<file path="src/rtl/multiplier_4_bit_unsigned_arb_v.sv">
// Round-robin arbiter sharing one registered 4x4 unsigned multiplier among N_REQ requesters.
// One multiply in flight at a time: IDLE grants, CALC registers the product, HOLD waits for the consumer.

module multiplier_4_bit_unsigned_v (
   input  logic [3:0] i_au,
   input  logic [3:0] i_bu,
   output logic [7:0] o_fu
);
   assign o_fu = {4'b0000, i_au} * {4'b0000, i_bu};
endmodule

module multiplier_4_bit_unsigned_arb_v #(
   parameter int N_REQ = 4,
   parameter int ID_W  = 2,
   parameter int CNT_W = 16
) (
   input  logic                 i_clk,
   input  logic                 i_rst_n,
   input  logic [N_REQ-1:0]     i_req_valid,
   input  logic [4*N_REQ-1:0]   i_req_au,
   input  logic [4*N_REQ-1:0]   i_req_bu,
   output logic [N_REQ-1:0]     o_req_ready,
   output logic                 o_rsp_valid,
   output logic [ID_W-1:0]      o_rsp_id,
   output logic [7:0]           o_rsp_fu,
   input  logic                 i_rsp_ready,
   output logic                 o_busy,
   output logic [CNT_W-1:0]     o_done_cnt
);

   typedef enum logic [1:0] {IDLE, CALC, HOLD} state_t;

   state_t            state_q, state_d;
   logic [ID_W-1:0]   ptr_q, ptr_d;
   logic [3:0]        au_q, au_d, bu_q, bu_d;
   logic [ID_W-1:0]   id_q, id_d;
   logic              rsp_valid_q, rsp_valid_d;
   logic [ID_W-1:0]   rsp_id_q, rsp_id_d;
   logic [7:0]        rsp_fu_q, rsp_fu_d;
   logic [CNT_W-1:0]  done_cnt_q, done_cnt_d;

   logic              gnt_found;
   logic [ID_W-1:0]   gnt_id;
   logic [N_REQ-1:0]  gnt_oh;
   logic [3:0]        gnt_au, gnt_bu;
   logic [7:0]        mul_fu;

   multiplier_4_bit_unsigned_v u_mul (
      .i_au (au_q),
      .i_bu (bu_q),
      .o_fu (mul_fu)
   );

   // Search upward from ptr, wrapping; the first valid requester wins.
   always_comb begin
      int idx;
      gnt_found = 1'b0;
      gnt_id    = '0;
      gnt_oh    = '0;
      gnt_au    = '0;
      gnt_bu    = '0;
      idx       = 0;
      for (int i = 0; i < N_REQ; i++) begin
         idx = int'(ptr_q) + i;
         if (idx >= N_REQ) idx = idx - N_REQ;
         if (!gnt_found && i_req_valid[idx]) begin
            gnt_found   = 1'b1;
            gnt_id      = ID_W'(idx);
            gnt_oh[idx] = 1'b1;
            gnt_au      = i_req_au[4*idx +: 4];
            gnt_bu      = i_req_bu[4*idx +: 4];
         end
      end
   end

   always_comb begin
      state_d     = state_q;
      ptr_d       = ptr_q;
      au_d        = au_q;
      bu_d        = bu_q;
      id_d        = id_q;
      rsp_valid_d = rsp_valid_q;
      rsp_id_d    = rsp_id_q;
      rsp_fu_d    = rsp_fu_q;
      done_cnt_d  = done_cnt_q;
      case (state_q)
         IDLE: begin
            if (gnt_found) begin
               au_d    = gnt_au;
               bu_d    = gnt_bu;
               id_d    = gnt_id;
               ptr_d   = (int'(gnt_id) == N_REQ-1) ? '0 : gnt_id + ID_W'(1);
               state_d = CALC;
            end
         end
         CALC: begin
            rsp_fu_d    = mul_fu;
            rsp_id_d    = id_q;
            rsp_valid_d = 1'b1;
            state_d     = HOLD;
         end
         HOLD: begin
            if (i_rsp_ready) begin
               rsp_valid_d = 1'b0;
               done_cnt_d  = done_cnt_q + CNT_W'(1);
               state_d     = IDLE;
            end
         end
         default: state_d = IDLE;
      endcase
   end

   always_ff @(posedge i_clk or negedge i_rst_n) begin
      if (!i_rst_n) begin
         state_q     <= IDLE;
         ptr_q       <= '0;
         au_q        <= '0;
         bu_q        <= '0;
         id_q        <= '0;
         rsp_valid_q <= 1'b0;
         rsp_id_q    <= '0;
         rsp_fu_q    <= '0;
         done_cnt_q  <= '0;
      end else begin
         state_q     <= state_d;
         ptr_q       <= ptr_d;
         au_q        <= au_d;
         bu_q        <= bu_d;
         id_q        <= id_d;
         rsp_valid_q <= rsp_valid_d;
         rsp_id_q    <= rsp_id_d;
         rsp_fu_q    <= rsp_fu_d;
         done_cnt_q  <= done_cnt_d;
      end
   end

   assign o_req_ready = (state_q == IDLE) ? gnt_oh : '0;
   assign o_rsp_valid = rsp_valid_q;
   assign o_rsp_id    = rsp_id_q;
   assign o_rsp_fu    = rsp_fu_q;
   assign o_busy      = (state_q != IDLE);
   assign o_done_cnt  = done_cnt_q;

endmodule

</file>
<file path="config.mk">
export PLATFORM = sky130hd
export DESIGN_NAME = multiplier_4_bit_unsigned_arb_v
export DESIGN_NICKNAME = d
export VERILOG_FILES = /design/src/rtl/multiplier_4_bit_unsigned_arb_v.sv
export SDC_FILE = /design/constraint.sdc
export NUM_CORES = 1
export LEC_CHECK = 0
export ABC_AREA = 1
export CORE_ASPECT_RATIO = 1.2
export CORE_MARGIN = 3
export CORE_UTILIZATION = 49
export CTS_CLUSTER_SIZE = 30
export DETAILED_ROUTE_END_ITERATION = 8
export PLACE_DENSITY = 0.78
export SLEW_MARGIN = 0
export SYNTH_ARGS = -nofsm -noshare
export SYNTH_HDL_FRONTEND = slang
export SYNTH_SLANG_ARGS = --single-unit
</file>
<file path="constraint.sdc">
create_clock -name i_clk -period 3.6 [get_ports i_clk]
set_input_delay 0.9 -clock i_clk [delete_from_list [all_inputs] [get_ports i_clk]]
set_output_delay 0.9 -clock i_clk [all_outputs]
set_load 0.005 [all_outputs]
</file>
==> metrics <==
initial core utilization 52.0%; Synth Instances between 600 and 700; XOR/XNOR share of the synthesized area 3.84%; share of layout cells above drive strength 1 approximately 6.6%; first-pass detailed-route iteration total 5; Hold Crit Class reg2reg; clock sinks roughly 40; pin count of the biggest net entering global routing 63; outcome finished clean; row count 34; wire length per cell between 10 and 15 um; Placed Cells 759; mux cell area share after synthesis 0%; synth warn 0; Placed Area 4610 sq um; clk_lat worst skew 0.28 ns; vias in the first global route 3645; Worst Path Max Fanout 5; Final Hold Fails 0; Die Wd 87.2 um; Worst R2R Setup Slack 0.85 ns; CTS tree done; register bit total from synthesis slightly above 40; Std-Cell Core Area 7440 sq um; Cell Int Power between 1500 and 2000 uW; ANT cells 0; post-synth top area share between 20% and 30%; number of max-cap violations 0; Synth Area in Adders 8.53%; dominant cells by area after synthesis dfrtp_1, nand2_1, nand3_1; sw frac 52.5%; simple-gate portion of the synthesized area approximately two fifths; first-pass GRT wire length 15700 um; Final Wtd Congestion about 0.83; cell area after synthesis 3870 sq um; crit share post-route 95.2%; final-report max-slew violation count 0; Worst Path Arrival between 2 and 3 ns; slew margin rel. between 40% and 50%; Clk network pwr share 6.9%; Slew @ Worst Pin 0.880 ns; die area 9010 sq um; clk buf depth 2; peak supply drop between 0.0005 and 0.0006 V; final worst slack 0.171 ns; Post-synth EDFFs 0; initial antenna violation count 0; setup tns final 0 ns; mean post-synth cell area 6.33 sq um; Num CTS Buffers 5; leading area contributor after synthesis dfrtp_1; chip height 103 um; WP data required roughly 2.7 ns; Synth Area in Compound Gates 6.49%; WS Path Type in2out; most frequent cells in the layout nand2_1, inv_1, nand3_1; FFs w/ async S/R, synth 100%; Net Switching between 2000 and 2500 uW; Combinational Power Share 73.7%; Initial DRC Count 258; WHS Endpoint o_done_cnt[15]; Overall Global Routing Usage between 20% and 30%; Cell variety after synth 30; Clock Pin Slew Worst Setup and Hold Paths 0.07 ns; commonest non-fill, non-tap cell in the layout nand2_1; Worst setup EP type primary output; Worst Min Path Start o_done_cnt[15]; final setup skew 0.00230 ns; # nets final 743; pre-CTS setup slack -0.0742 ns; sequential power share 19.4%; Setup crit start i_req_valid[0]; Final Setup Violations 0; Hold Buf Count CTS 0; largest family of logic cells by synthesized area simple AND/OR/NAND/NOR gates; worst flop-to-flop path endpoint o_rsp_fu[7]; Vias/cell 5.16; dpl hpwl 7000 um; CTS root buf clkbuf_8; Static Leakage roughly 0.0027 uW; Top FF cell, synth dfrtp_1; P&R area growth vs syn 21.9%; crit path time final 3.43 ns; H-tree depth 2; register area share after synthesis approximately a quarter; CP Launch Type input pin; port buffer count 70; routed vias 3966; f_max 292 MHz; Mapped Nets 675; Ports 71; Post-DRT Antenna Nets 0; hold path depth 1; gr ovfl total 0; Finished Cell Area between 4000 and 5000 sq um; power per cell area 817 nW/um^2; Final Non-Filler Cells 769; r2r worst-path depth 12; Core Util, Final 63.4%; Residual DRC 0; reg2reg start au_q[0]; final wirelength about 9200 um
==> how the worst max path moves through the flow <==
stage                      to  slack, ns
4_1_cts        o_req_ready[3]      0.007
3_5_place_dp   o_req_ready[1]      -0.07
5_1_grt        o_req_ready[3]      -0.01
2_1_floorplan  o_req_ready[2]       0.64
3_3_place_gp   o_req_ready[3]      0.009
6_report       o_req_ready[3]       0.17
==> stage by stage <==
stage               total power (uW)  hold slack, ns
floorplan                       2820           0.449
global route                    4310           0.506
global placement                3430           0.454
finish                          3860           0.474
detailed placement              3510           0.463
CTS                             3810           0.479
==> state kept, by name, summed over array words and instances (netlist names) <==
signal / cells
bu_q: 4
o_rsp_fu: 8
o_done_cnt: 16
state_q: 2
au_q: 4
ptr_q: 2
id_q: 2
o_rsp_valid: 1
o_rsp_id: 2
==> area by class of cell <==
class	instances	area, sq um
fillers	680	2720
flip-flops and latches	41	1030
clock inverters	1	5.00
well taps	90	113
inverters	88	330
multi-input cells	457	2350
clock buffers	5	68.8
repair buffers	87	827
==> worst max-delay path: stages <==
cell and delay, ns:
dlygate4sd2_1 0.26, nand2_1 0.09, nand2_1 0.07, nand2_2 0.09
nand2_4 0.10, nor3_4 0.25, nand2_1 0.08, nand3_1 0.08
nand2_1 0.05, inv_1 0.06, clkdlybuf4s50_1 0.49
==> metal layers <==
metal	share of wire [%]	GRT usage, %
met3	5.4	2.46
met1	43	26.0
met2	51	39.0
met5	0	0
met4	1.1	5.31
==> power groups by stage <==
stage          clock, uW  combinational (uW)  sequential, uW
4_1_cts              278                2790             749
3_5_place_dp           0                2760             756
6_report             267                2840             747
5_1_grt              296                3240             772
2_1_floorplan          0                2090             732
3_3_place_gp           0                2680             751
==> timing repair <==
action                     CTS  global route
setup endpoints to repair    4             3
pin swaps                    0             4
resized for setup            4             4
buffers inserted             1             3
==> cells in the mapped netlist, types with 5 or more instances <==
library cell / n
nand2_1: 226
xnor2_1: 10
nand3_1: 82
dfrtp_1: 41
nand4_1: 17
o21ai_0: 30
xor2_1: 7
buf_6: 6
nor2_1: 26
inv_1: 84
buf_2: 10
ha_1: 20
buf_4: 5
a21oi_1: 12
==> logic make-up after synthesis <==
logic type / Yosys count
buffers and inverters: 114
flip-flops: 41
XOR/XNOR: 17
adder cells (fa/ha/maj): 24
AND/OR/NAND/NOR: 368
AO/OA/AOI/OAI: 48
(Power assumes the default switching activity.)
